File: src/rtl/crc_serial_engine.sv
// Serial CRC engine: generate mode streams the complemented remainder MSB-first, check mode compares the residual.
// Optional parallel remainder port crc_par is enabled by defining CRC_PAR_OUT_EN.
module crc_serial_engine #(
  parameter int               CRC_W   = 5,
  parameter logic [CRC_W-1:0] POLY    = 5'b00101,
  parameter logic [CRC_W-1:0] RESIDUE = 5'b01100,
  parameter int               LEN_W   = 11
) (
  input  logic             clk,
  input  logic             rst_n,
  input  logic             start,
  input  logic             mode,
  input  logic [LEN_W-1:0] len,
  input  logic             s_in,
  input  logic             s_valid,
  output logic             in_ready,
  output logic             crc_out,
  output logic             crc_valid,
  input  logic             crc_ready,
  output logic             done,
  output logic             crc_ok,
  input  logic             ack,
  output logic             busy
`ifdef CRC_PAR_OUT_EN
  ,
  output logic [CRC_W-1:0] crc_par
`endif
);

  localparam int CNT_W = LEN_W + 1;
  localparam logic [CRC_W-1:0] ONES = {CRC_W{1'b1}};

  typedef enum logic [2:0] {
    S_IDLE, S_DATA, S_CHECK, S_STREAM, S_DONE
  } state_t;

  state_t           state, state_nxt;
  logic             mode_q;
  logic [LEN_W-1:0] len_q;
  logic [CNT_W-1:0] cnt, cnt_inc;
  logic [CRC_W-1:0] lfsr, lfsr_nxt, sreg;
  logic             ok_q;
  logic             fb, data_last, crc_last;

  assign fb        = lfsr[CRC_W-1] ^ s_in;
  assign lfsr_nxt  = {lfsr[CRC_W-2:0], 1'b0} ^ (fb ? POLY : '0);
  assign cnt_inc   = cnt + CNT_W'(1);
  assign data_last = (cnt_inc == {1'b0, len_q});
  assign crc_last  = (cnt_inc == CNT_W'(CRC_W));

  always_ff @(posedge clk) begin
    if (!rst_n) state <= S_IDLE;
    else        state <= state_nxt;
  end

  always_comb begin
    state_nxt = state;
    in_ready  = 1'b0;
    crc_valid = 1'b0;
    done      = 1'b0;
    case (state)
      S_IDLE: begin
        // zero-length request skips DATA on the same edge
        if (start) state_nxt = (len == '0) ? (mode ? S_CHECK : S_STREAM) : S_DATA;
      end
      S_DATA: begin
        in_ready = 1'b1;
        if (s_valid && data_last) state_nxt = mode_q ? S_CHECK : S_STREAM;
      end
      S_CHECK: begin
        in_ready = 1'b1;
        if (s_valid && crc_last) state_nxt = S_DONE;
      end
      S_STREAM: begin
        crc_valid = 1'b1;
        if (crc_ready && crc_last) state_nxt = S_DONE;
      end
      S_DONE: begin
        done = 1'b1;
        if (ack) state_nxt = S_IDLE;
      end
      default: state_nxt = S_IDLE;
    endcase
  end

  assign busy    = (state != S_IDLE);
  assign crc_out = crc_valid & sreg[CRC_W-1];
  assign crc_ok  = ok_q;

`ifdef CRC_PAR_OUT_EN
  logic [CRC_W-1:0] par_q;
  assign crc_par = par_q;
`endif

  always_ff @(posedge clk) begin
    if (!rst_n) begin
      mode_q <= 1'b0;
      len_q  <= '0;
      cnt    <= '0;
      lfsr   <= ONES;
      sreg   <= '0;
      ok_q   <= 1'b0;
`ifdef CRC_PAR_OUT_EN
      par_q  <= '0;
`endif
    end else begin
      case (state)
        S_IDLE: if (start) begin
          mode_q <= mode;
          len_q  <= len;
          lfsr   <= ONES;
          cnt    <= '0;
          if (len == '0 && !mode) begin
            sreg <= ~ONES;
`ifdef CRC_PAR_OUT_EN
            par_q <= ~ONES;
`endif
          end
        end
        S_DATA: if (s_valid) begin
          lfsr <= lfsr_nxt;
          if (data_last) begin
            cnt <= '0;
            if (!mode_q) begin
              sreg <= ~lfsr_nxt;
`ifdef CRC_PAR_OUT_EN
              par_q <= ~lfsr_nxt;
`endif
            end
          end else begin
            cnt <= cnt_inc;
          end
        end
        S_CHECK: if (s_valid) begin
          lfsr <= lfsr_nxt;
          cnt  <= cnt_inc;
          if (crc_last) begin
            ok_q <= (lfsr_nxt == RESIDUE);
`ifdef CRC_PAR_OUT_EN
            par_q <= lfsr_nxt;
`endif
          end
        end
        S_STREAM: if (crc_ready) begin
          sreg <= {sreg[CRC_W-2:0], 1'b0};
          cnt  <= cnt_inc;
        end
        S_DONE: if (ack) begin
          ok_q <= 1'b0;
          lfsr <= ONES;
`ifdef CRC_PAR_OUT_EN
          par_q <= '0;
`endif
        end
        default: ;
      endcase
    end
  end

endmodule

File: config.mk
export PLATFORM = sky130hd
export DESIGN_NAME = crc_serial_engine
export DESIGN_NICKNAME = d
export VERILOG_FILES = /design/src/rtl/crc_serial_engine.sv
export SDC_FILE = /design/constraint.sdc
export NUM_CORES = 1
export LEC_CHECK = 0
export CAP_MARGIN = 15
export CORE_MARGIN = 4
export CORE_UTILIZATION = 56
export DETAILED_ROUTE_END_ITERATION = 16
export GPL_TIMING_DRIVEN = 0
export PLACE_DENSITY = 0.79
export SLEW_MARGIN = 15
export SYNTH_ARGS = -nofsm -noshare
export SYNTH_HDL_FRONTEND = slang
export SYNTH_SLANG_ARGS = --single-unit
File: constraint.sdc
create_clock -name clk -period 2.8 [get_ports clk]
set_clock_uncertainty 0.15 [all_clocks]
set_input_delay 0.7 -clock clk [delete_from_list [all_inputs] [get_ports clk]]
set_output_delay 0.7 -clock clk [all_outputs]
set_load 0.005 [all_outputs]
==> results.json, run 1 <==
{
  "totalWireLength_um": 5732,
  "area_growth_pct": 22.72,
  "avgRoutedWirePerCell_um": 15.12,
  "worstHoldPathCells": 2,
  "final.min_clock_period_ns": 2.729,
  "syn-cell-area_mm2": 0.002291,
  "core-area_mm2": 0.003799,
  "syn_inst": 298,
  "finalNetCount": 351,
  "ys_top_cells_by_count": "dfxtp_1 (38), nand2_1 (36), nor2_1 (35), a21oi_1 (26), xnor2_1 (19)",
  "initial_utilization_pct": 60.31,
  "io_buffers": 24,
  "power_density_mw_per_mm2": 496.1,
  "crit_chain": "clkdlybuf4s50_1, nor2b_2, nand2b_4, nor2_1, a211o_2, or4_1, a22o_1, a21oi_1",
  "ctsHoldBuffers": 0,
  "clock_sinks": 38,
  "htree_levels": 2,
  "dieArea_mm2": 0.005178,
  "grt_max_degree": 13,
  "ys_types": 48,
  "seqCellArea_um2": 763.2,
  "fp.dieW_um": 71.96,
  "drt-pass1-iter-count": 5,
  "r2r_slack_ns": 0.18,
  "dp_hpwl_um": 4061,
  "antenna_found_initial": 0,
  "cts_inserted_buffers": 5,
  "crit_arrival_ns": 2.81,
  "status": "completed",
  "die_h_um": 71.96,
  "async_flop_share_pct": 0,
  "multi_input_comb_area_mm2": 0.001498,
  "netlist.area_leader.share_pct": 33.21,
  "drtAntennaViolNets": 0,
  "syn_nets": 319,
  "diodes": 0,
  "clock.fmax_mhz": 366.4,
  "final-max-slew-violation-count": 0,
  "slowest_delay_ns": 0.53,
  "root_buffer": "clkbuf_8",
  "clockBufferDepth": 2,
  "synth_edf_count": 0,
  "gp_congestion": 0.8828,
  "vias_per_cell": 5.910,
  "rr_worst_depth": 9,
  "setup_viol": 0,
  "p_leak_uw": 0.001028,
  "finalInstanceArea_mm2": 0.002811,
  "seq_area_frac_synth_pct": 33.21,
  "cts_tree": "yes",
  "pre_cts_slack_ns": -0.4005,
  "yosysWarnings": 0,
  "hold_class": "flop to flop",
  "place_area_mm2": 0.002591,
  "crit_path_end_kind": "flop",
  "worstMarginPinSlew_ns": 0.5211,
  "grt_usage_pct": 22.39,
  "synth-seq-cells": 38,
  "setup_slack_ns": 0.07111,
  "synth.most_common_cell": "dfxtp_1",
  "rows": 22,
  "yosys.area.top_type": "dfxtp_1",
  "path_max_fanout": 6,
  "clock_latency_ns": 0.30,
  "grt_pass1_wl_um": 9287,
  "crit_required_ns": 2.88,
  "finalCritPeriodShare_pct": 97.46,
  "clkTransAtPathRegs_ns": 0.08,
  "slew_headroom_pct": 65.26,
  "synth_area_leaders": "dfxtp_1 (33%), xnor2_1 (7.3%), nand2_1 (5.9%), nor2_1 (5.7%), a21oi_1 (5.7%)",
  "fillers": 307,
  "grt_overflow": 0,
  "syn_avg_cell_area_um2": 7.688,
  "ir_drop_mv": 0.3150,
  "final_hold_viol_count": 0,
  "synth_flop_cell": "dfxtp_1",
  "slowest_stage": "or4_1",
  "drtIter0Drc": 334,
  "via_count": 2240,
  "drive_gt1_share_pct": 12.08,
  "crit_type": "primary input to flop",
  "ioPinCount": 25,
  "timing.critical_path.from_type": "primary input",
  "drc": 0,
  "grt_pass1_vias": 1994,
  "maxCapViolations": 0
}
==> sequential cells by signal, summed over array words and instances (netlist names) <==
name,cells
mode_q,1
sreg,5
lfsr,5
len_q,11
crc_ok,1
cnt,12
state,3
==> cell type report <==
cell class              count  area share, %
multi-input cells         234          53.27
flip-flops and latches     38          27.15
repair buffers             27          9.791
plain buffers              18          3.471
clock buffers               6          2.937
well taps                  48          2.136
inverters                   6         0.8011
clock inverters             2         0.4450
==> stage by stage <==
| stage | setup TNS, ns | total power (uW) | hold slack [ns] | std cells | utilization, % |
|---|---|---|---|---|---|
| global placement | -3.322 | 942.5 | 0.3048 | 370 | 68.21 |
| floorplan | 0 | 839.7 | 0.2978 | 298 | - |
| CTS | 0 | 1367 | 0.3192 | 379 | 72.00 |
| detailed placement | -3.584 | 948.5 | 0.3086 | 370 | 68.21 |
| global route | -0.02466 | 1460 | 0.3428 | 379 | 74.01 |
| finish | 0 | 1395 | 0.3169 | 379 | 74.01 |
==> final timing paths <==
check,startpoint,end
setup / recovery,start,cnt[10]
hold / removal,len_q[6],len_q[6]
setup reg to reg,cnt[1],cnt[1]
hold reg to reg,len_q[6],len_q[6]
==> repair_timing <==
action | 4_1_cts | 5_1_grt
resized for setup | 10 | 20
endpoints found under the setup margin | 19 | 18
setup buffers | 1 | 2
pin swaps | 1 | 3
==> metal layers <==
metal  share of wire, %  track usage [%]
met5                  0                0
met4                1.0            6.054
met3                6.6            4.848
met2                 44            33.67
met1                 48            32.31
==> placed cells by master, fill, tap and decap left out, drive strengths merged, types with 2 or more instances in the layout <==
cell type	instances
mux2i	3
a31oi	2
nor3	9
nor2b	3
clkbuf	17
a211o	2
xnor2	19
nand2	36
xor2	10
a21o	2
a21oi	26
dfxtp	38
nor4bb	2
buf	10
o31ai	4
a311oi	5
or3	5
inv	6
o21ai	12
nor4	7
nor2	35
a22oi	2
ha	2
and3	6
a211oi	3
and2	6
nand3	15
nand2b	2
clkdlybuf4s50	24
nand4	5
==> critical path, delay by kind of cell <==
family	cells	cell delay, ns
simple gates	4	0.93
buf+inv	1	0.50
compound gates	3	0.68
==> cells by family after synthesis <==
group / after synthesis / synth area share (%)
xor+xnor: 29 / 11.09
simple gates: 134 / 29.49
compound gates: 66 / 18.95
mux: 3 / 1.311
fa+ha+maj: 2 / 1.092
flops: 38 / 33.21
buf+inv: 26 / 4.860
==> report_power, final <==
part / internal [uW] / switching, uW / leakage (uW) / total [uW]
registers: 574 / 29.5 / 0.000310 / 604
clock network: 198 / 206 / 0.0000472 / 404
logic: 164 / 223 / 0.000671 / 387
total: 937 / 458 / 0.00103 / 1390
(Power assumes the default switching activity.)
==> inputs of run 2 (changes only) <==
--- a/config.mk
+++ b/config.mk
@@ -10,6 +10,7 @@
 export CORE_UTILIZATION = 56
 export DETAILED_ROUTE_END_ITERATION = 16
 export GPL_TIMING_DRIVEN = 0
+export MAX_ROUTING_LAYER = met4
 export PLACE_DENSITY = 0.79
 export SLEW_MARGIN = 15
 export SYNTH_ARGS = -nofsm -noshare
==> results.json, run 2 (synthesis gave the netlist of run 1 again) <==
{
  "status": "completed",
  "hold_class": "flop to flop",
  "cts_tree": "yes",
  "grt_pass1_wl_um": 9259,
  "totalWireLength_um": 5712,
  "core-area_mm2": 0.003799,
  "dp_hpwl_um": 4061,
  "top_regs": "cnt x12, len_q x11",
  "worstMarginPinSlew_ns": 0.5212,
  "io_buffers": 24,
  "antenna_found_initial": 0,
  "crit_type": "primary input to flop",
  "r2r_slack_ns": 0.18,
  "final_cell_mix": "nand2_1 (36), dfxtp_1 (36), nor2_1 (35)",
  "grt_usage_pct": 22.99,
  "grt_overflow": 0,
  "setup_viol": 0,
  "final.min_clock_period_ns": 2.723,
  "gp_congestion": 0.8975,
  "diodes": 0,
  "power_uw": 1392,
  "timing.critical_path.from_type": "primary input",
  "largest_reg_flops": 12,
  "clkTransAtPathRegs_ns": 0.08,
  "r2r-end": "crc_ok",
  "final_hold_viol_count": 0,
  "power_density_mw_per_mm2": 495.2,
  "area_growth_pct": 22.72,
  "finalSetupTns_ns": 0,
  "drtAntennaViolNets": 0,
  "via_count": 2292,
  "clock.fmax_mhz": 367.2,
  "drc": 0,
  "path_max_fanout": 6,
  "rr_worst_depth": 8,
  "worstSetupStartpoint": "start",
  "drtIter0Drc": 282,
  "grt_max_degree": 13,
  "crit_required_ns": 2.88,
  "slew_headroom_pct": 65.25,
  "maxCapViolations": 0,
  "cts_inserted_buffers": 5,
  "htree_levels": 2,
  "ir_drop_mv": 0.3139,
  "dieArea_mm2": 0.005178,
  "avgRoutedWirePerCell_um": 15.07,
  "finalCritPeriodShare_pct": 97.25,
  "timing.rr.start": "cnt[1]",
  "utilization_pct": 74.01,
  "vias_per_cell": 6.047,
  "grt_pass1_vias": 1998,
  "initial_utilization_pct": 60.31,
  "clockBufferDepth": 2,
  "crit_end": "cnt[10]",
  "max_flop_register": "cnt",
  "drive_gt1_share_pct": 12.08,
  "crit_arrival_ns": 2.80,
  "clock_latency_ns": 0.30,
  "crit_path_end_kind": "flop",
  "rows": 22,
  "fp.dieW_um": 71.96,
  "ctsHoldBuffers": 0,
  "drt-pass1-iter-count": 5,
  "finalNetCount": 351,
  "root_buffer": "clkbuf_8",
  "clock_sinks": 38,
  "ioPinCount": 25,
  "final-max-slew-violation-count": 0,
  "die_h_um": 71.96,
  "p_leak_uw": 0.001028
}
[run 2: area by class of cell]
type | count | area, um2
multi-input cells | 234 | 1498
fillers | 307 | 987.2
flip-flops and latches | 38 | 763.2
repair buffers | 27 | 275.3
plain buffers | 18 | 97.59
clock buffers | 6 | 82.58
well taps | 48 | 60.06
inverters | 6 | 22.52
clock inverters | 2 | 12.51
[run 2: timing repair]
action	CTS	global route
buffers inserted	1	2
pin swaps	1	3
resized for setup	10	20
endpoints found under the setup margin	19	18
gates cloned	0	0
[run 2: routing by layer]
metal | up-vias | global-route usage (%) | share of wire [%]
met5 | - | - | 0
li1 | 1123 | - | -
met4 | 0 | 6.054 | 1.1
met2 | 113 | 33.78 | 44
met3 | 8 | 4.848 | 7.7
met1 | 1048 | 32.05 | 47
[run 2: power breakdown]
| part | internal (uW) | leakage, uW | switching [uW] |
|---|---|---|---|
| Clock | 198 | 0.0000472 | 205 |
| Combinational | 164 | 0.000671 | 221 |
| Sequential | 574 | 0.000310 | 29.7 |
| Total | 937 | 0.00103 | 456 |
[run 2: worst min-delay path by stage]
stage | startpoint | endpoint | cells past startpoint
2_1_floorplan | len_q[0] | len_q[0] | 2
3_3_place_gp | crc_ok | crc_ok | 2
3_5_place_dp | len_q[6] | len_q[6] | 2
4_1_cts | len_q[6] | len_q[6] | 2
5_1_grt | len_q[5] | len_q[5] | 2
6_report | len_q[6] | len_q[6] | 2
[run 2: critical path, stage by stage]
cell,delay (ns)
clkdlybuf4s50_1,0.50
nor2b_2,0.19
nand2b_4,0.15
nor2_1,0.05
a211o_2,0.36
or4_1,0.53
a22o_1,0.19
a21oi_1,0.13
[run 2: through the flow]
step / worst slack (ns) / cell area (um2) / hold WS (ns) / instances
after global routing: -0.02467 / 2811 / 0.3428 / 379
after detailed placement: -0.4005 / 2591 / 0.3086 / 370
after floorplan: 0.3540 / 2291 / 0.2978 / 298
final: 0.07699 / 2811 / 0.3171 / 379
after global placement: -0.3888 / 2591 / 0.3048 / 370
after CTS: 0.005759 / 2735 / 0.3192 / 379
==> inputs of run 3 (changes only) <==
--- a/config.mk
+++ b/config.mk
@@ -8,10 +8,12 @@
 export CAP_MARGIN = 15
 export CORE_MARGIN = 4
 export CORE_UTILIZATION = 56
+export CTS_CLUSTER_DIAMETER = 80
 export DETAILED_ROUTE_END_ITERATION = 16
 export GPL_TIMING_DRIVEN = 0
 export MAX_ROUTING_LAYER = met4
 export PLACE_DENSITY = 0.79
+export REMOVE_ABC_BUFFERS = 1
 export SLEW_MARGIN = 15
 export SYNTH_ARGS = -nofsm -noshare
 export SYNTH_HDL_FRONTEND = slang
==> results.json, run 3 (synthesis gave the netlist of run 1 again) <==
{
  "root_buffer": "clkbuf_8",
  "crit_path_end_kind": "flop",
  "power_uw": 1376,
  "finalNetCount": 334,
  "grt_pass1_wl_um": 8825,
  "power_density_mw_per_mm2": 500.4,
  "worstMarginPinSlew_ns": 0.7126,
  "final_hold_viol_count": 0,
  "avgRoutedWirePerCell_um": 15.10,
  "top_regs": "cnt x12, len_q x11",
  "path_delay_family": "simple AND/OR/NAND/NOR gates",
  "rows": 22,
  "setup_viol": 0,
  "antenna_found_initial": 0,
  "max_flop_register": "cnt",
  "dp_hpwl_um": 3695,
  "timing.critical_path.from_type": "primary input",
  "grt_overflow": 0,
  "hold_class": "flop to flop",
  "dieArea_mm2": 0.005178,
  "slew_headroom_pct": 52.44,
  "ioPinCount": 25,
  "grt_max_degree": 23,
  "ir_drop_mv": 0.3948,
  "crit_required_ns": 2.86,
  "clock_sinks": 38,
  "final.min_clock_period_ns": 2.707,
  "drc": 0,
  "status": "completed",
  "hold_start": "crc_ok",
  "area_growth_pct": 19.99,
  "cts_tree": "yes",
  "drtAntennaViolNets": 0,
  "die_h_um": 71.96,
  "clock_latency_ns": 0.29,
  "maxCapViolations": 0,
  "fin_hold_ws_ns": 0.3157,
  "htree_levels": 2,
  "vias_per_cell": 6.064,
  "timing.rr.start": "cnt[3]",
  "crit_arrival_ns": 2.77,
  "clockBufferDepth": 2,
  "clkTransAtPathRegs_ns": 0.07,
  "gp_congestion": 0.9686,
  "p_leak_uw": 0.0009736,
  "drive_gt1_share_pct": 10.51,
  "cts_inserted_buffers": 5,
  "largest_reg_flops": 12,
  "drt-pass1-iter-count": 4,
  "final_common_cell": "nand2_1",
  "initial_utilization_pct": 60.31,
  "crit_type": "primary input to flop",
  "fp.dieW_um": 71.96,
  "final_cell_mix": "nand2_1 (36), nor2_1 (35), dfxtp_1 (34)",
  "drtIter0Drc": 244,
  "slowest_stage": "clkdlybuf4s50_1",
  "slowest_delay_ns": 0.51,
  "totalWireLength_um": 5467,
  "io_buffers": 24,
  "finalCritPeriodShare_pct": 96.69,
  "utilization_pct": 72.37,
  "worst-path-buf-inv": 1,
  "path_max_fanout": 5,
  "crit_chain": "clkdlybuf4s50_1, nor2b_4, nand2b_4, nor2_1, a211o_4, or4_1, a22o_1, a21oi_1",
  "core-area_mm2": 0.003799,
  "diodes": 0,
  "clock.fmax_mhz": 369.4,
  "grt_usage_pct": 21.74,
  "via_count": 2195,
  "grt_pass1_vias": 1887,
  "worstSetupStartpoint": "start",
  "final-max-slew-violation-count": 0,
  "fillers": 312
}
-- run 3: cell types whose count changed in the layout (fill, tap and decap cells not counted), moves of 2 or more --
cell      previous run  this run
clkbuf_1             7         0
buf_2                4         0
dfxtp_1             36        34
clkbuf_4             2         0
clkbuf_2             2         0
-- run 3: worst paths after layout --
path                            endpoint  slack (ns)  cells after the start
worst min register to register    crc_ok        0.32                      2
worst min-delay path              crc_ok        0.32                      2
worst max register to register    cnt[1]        0.16                      8
worst max-delay path             cnt[10]        0.09                      8
-- run 3: timing repair --
action,in CTS,in global routing
buffers inserted,1,3
setup endpoints to repair,17,19
resized for setup,7,17
pin swaps,2,2
gates cloned,0,0
hold buffers,0,0
-- run 3: worst register-to-register path, delay by kind of cell (launching register included) --
family / cells / cell delay (ns)
compound gates: 4 / 0.85
buf+inv: 1 / 0.17
flops: 1 / 0.52
simple gates: 3 / 0.86
-- run 3: through the flow --
step | std cells | worst slack, ns | area (um2) | setup TNS [ns]
finish | 362 | 0.09256 | 2749 | 0
global route | 362 | -0.03206 | 2749 | -0.03206
CTS | 359 | 0.005211 | 2643 | 0
detailed placement | 350 | -0.4879 | 2502 | -5.218
global placement | 350 | -0.4452 | 2502 | -4.859
floorplan | 278 | 0.2967 | 2202 | 0
-- run 3: where the power goes --
group	total, uW	internal (uW)	switching [uW]
Sequential	619	575	44.7
Clock	391	198	194
Combinational	365	162	202
-- run 3: cell type report --
type / count / area, um2 / area share (%)
multi-input combinational: 234 / 1520 / 55.30
clock buffer: 6 / 82.58 / 3.004
inverter: 6 / 22.52 / 0.8193
timing repair buffer: 28 / 282.8 / 10.29
tap: 48 / 60.06 / 2.185
clock inverter: 2 / 12.51 / 0.4552
sequential: 38 / 768.2 / 27.95
-- run 3: layer usage --
layer  vias up  track usage [%]  share of wire [%]
li1       1083                -                  -
met1      1021            31.88                 47
met2        85            30.71                 44
met3         6            4.155                7.3
met4         0            5.010                1.0
met5         -                -                  0
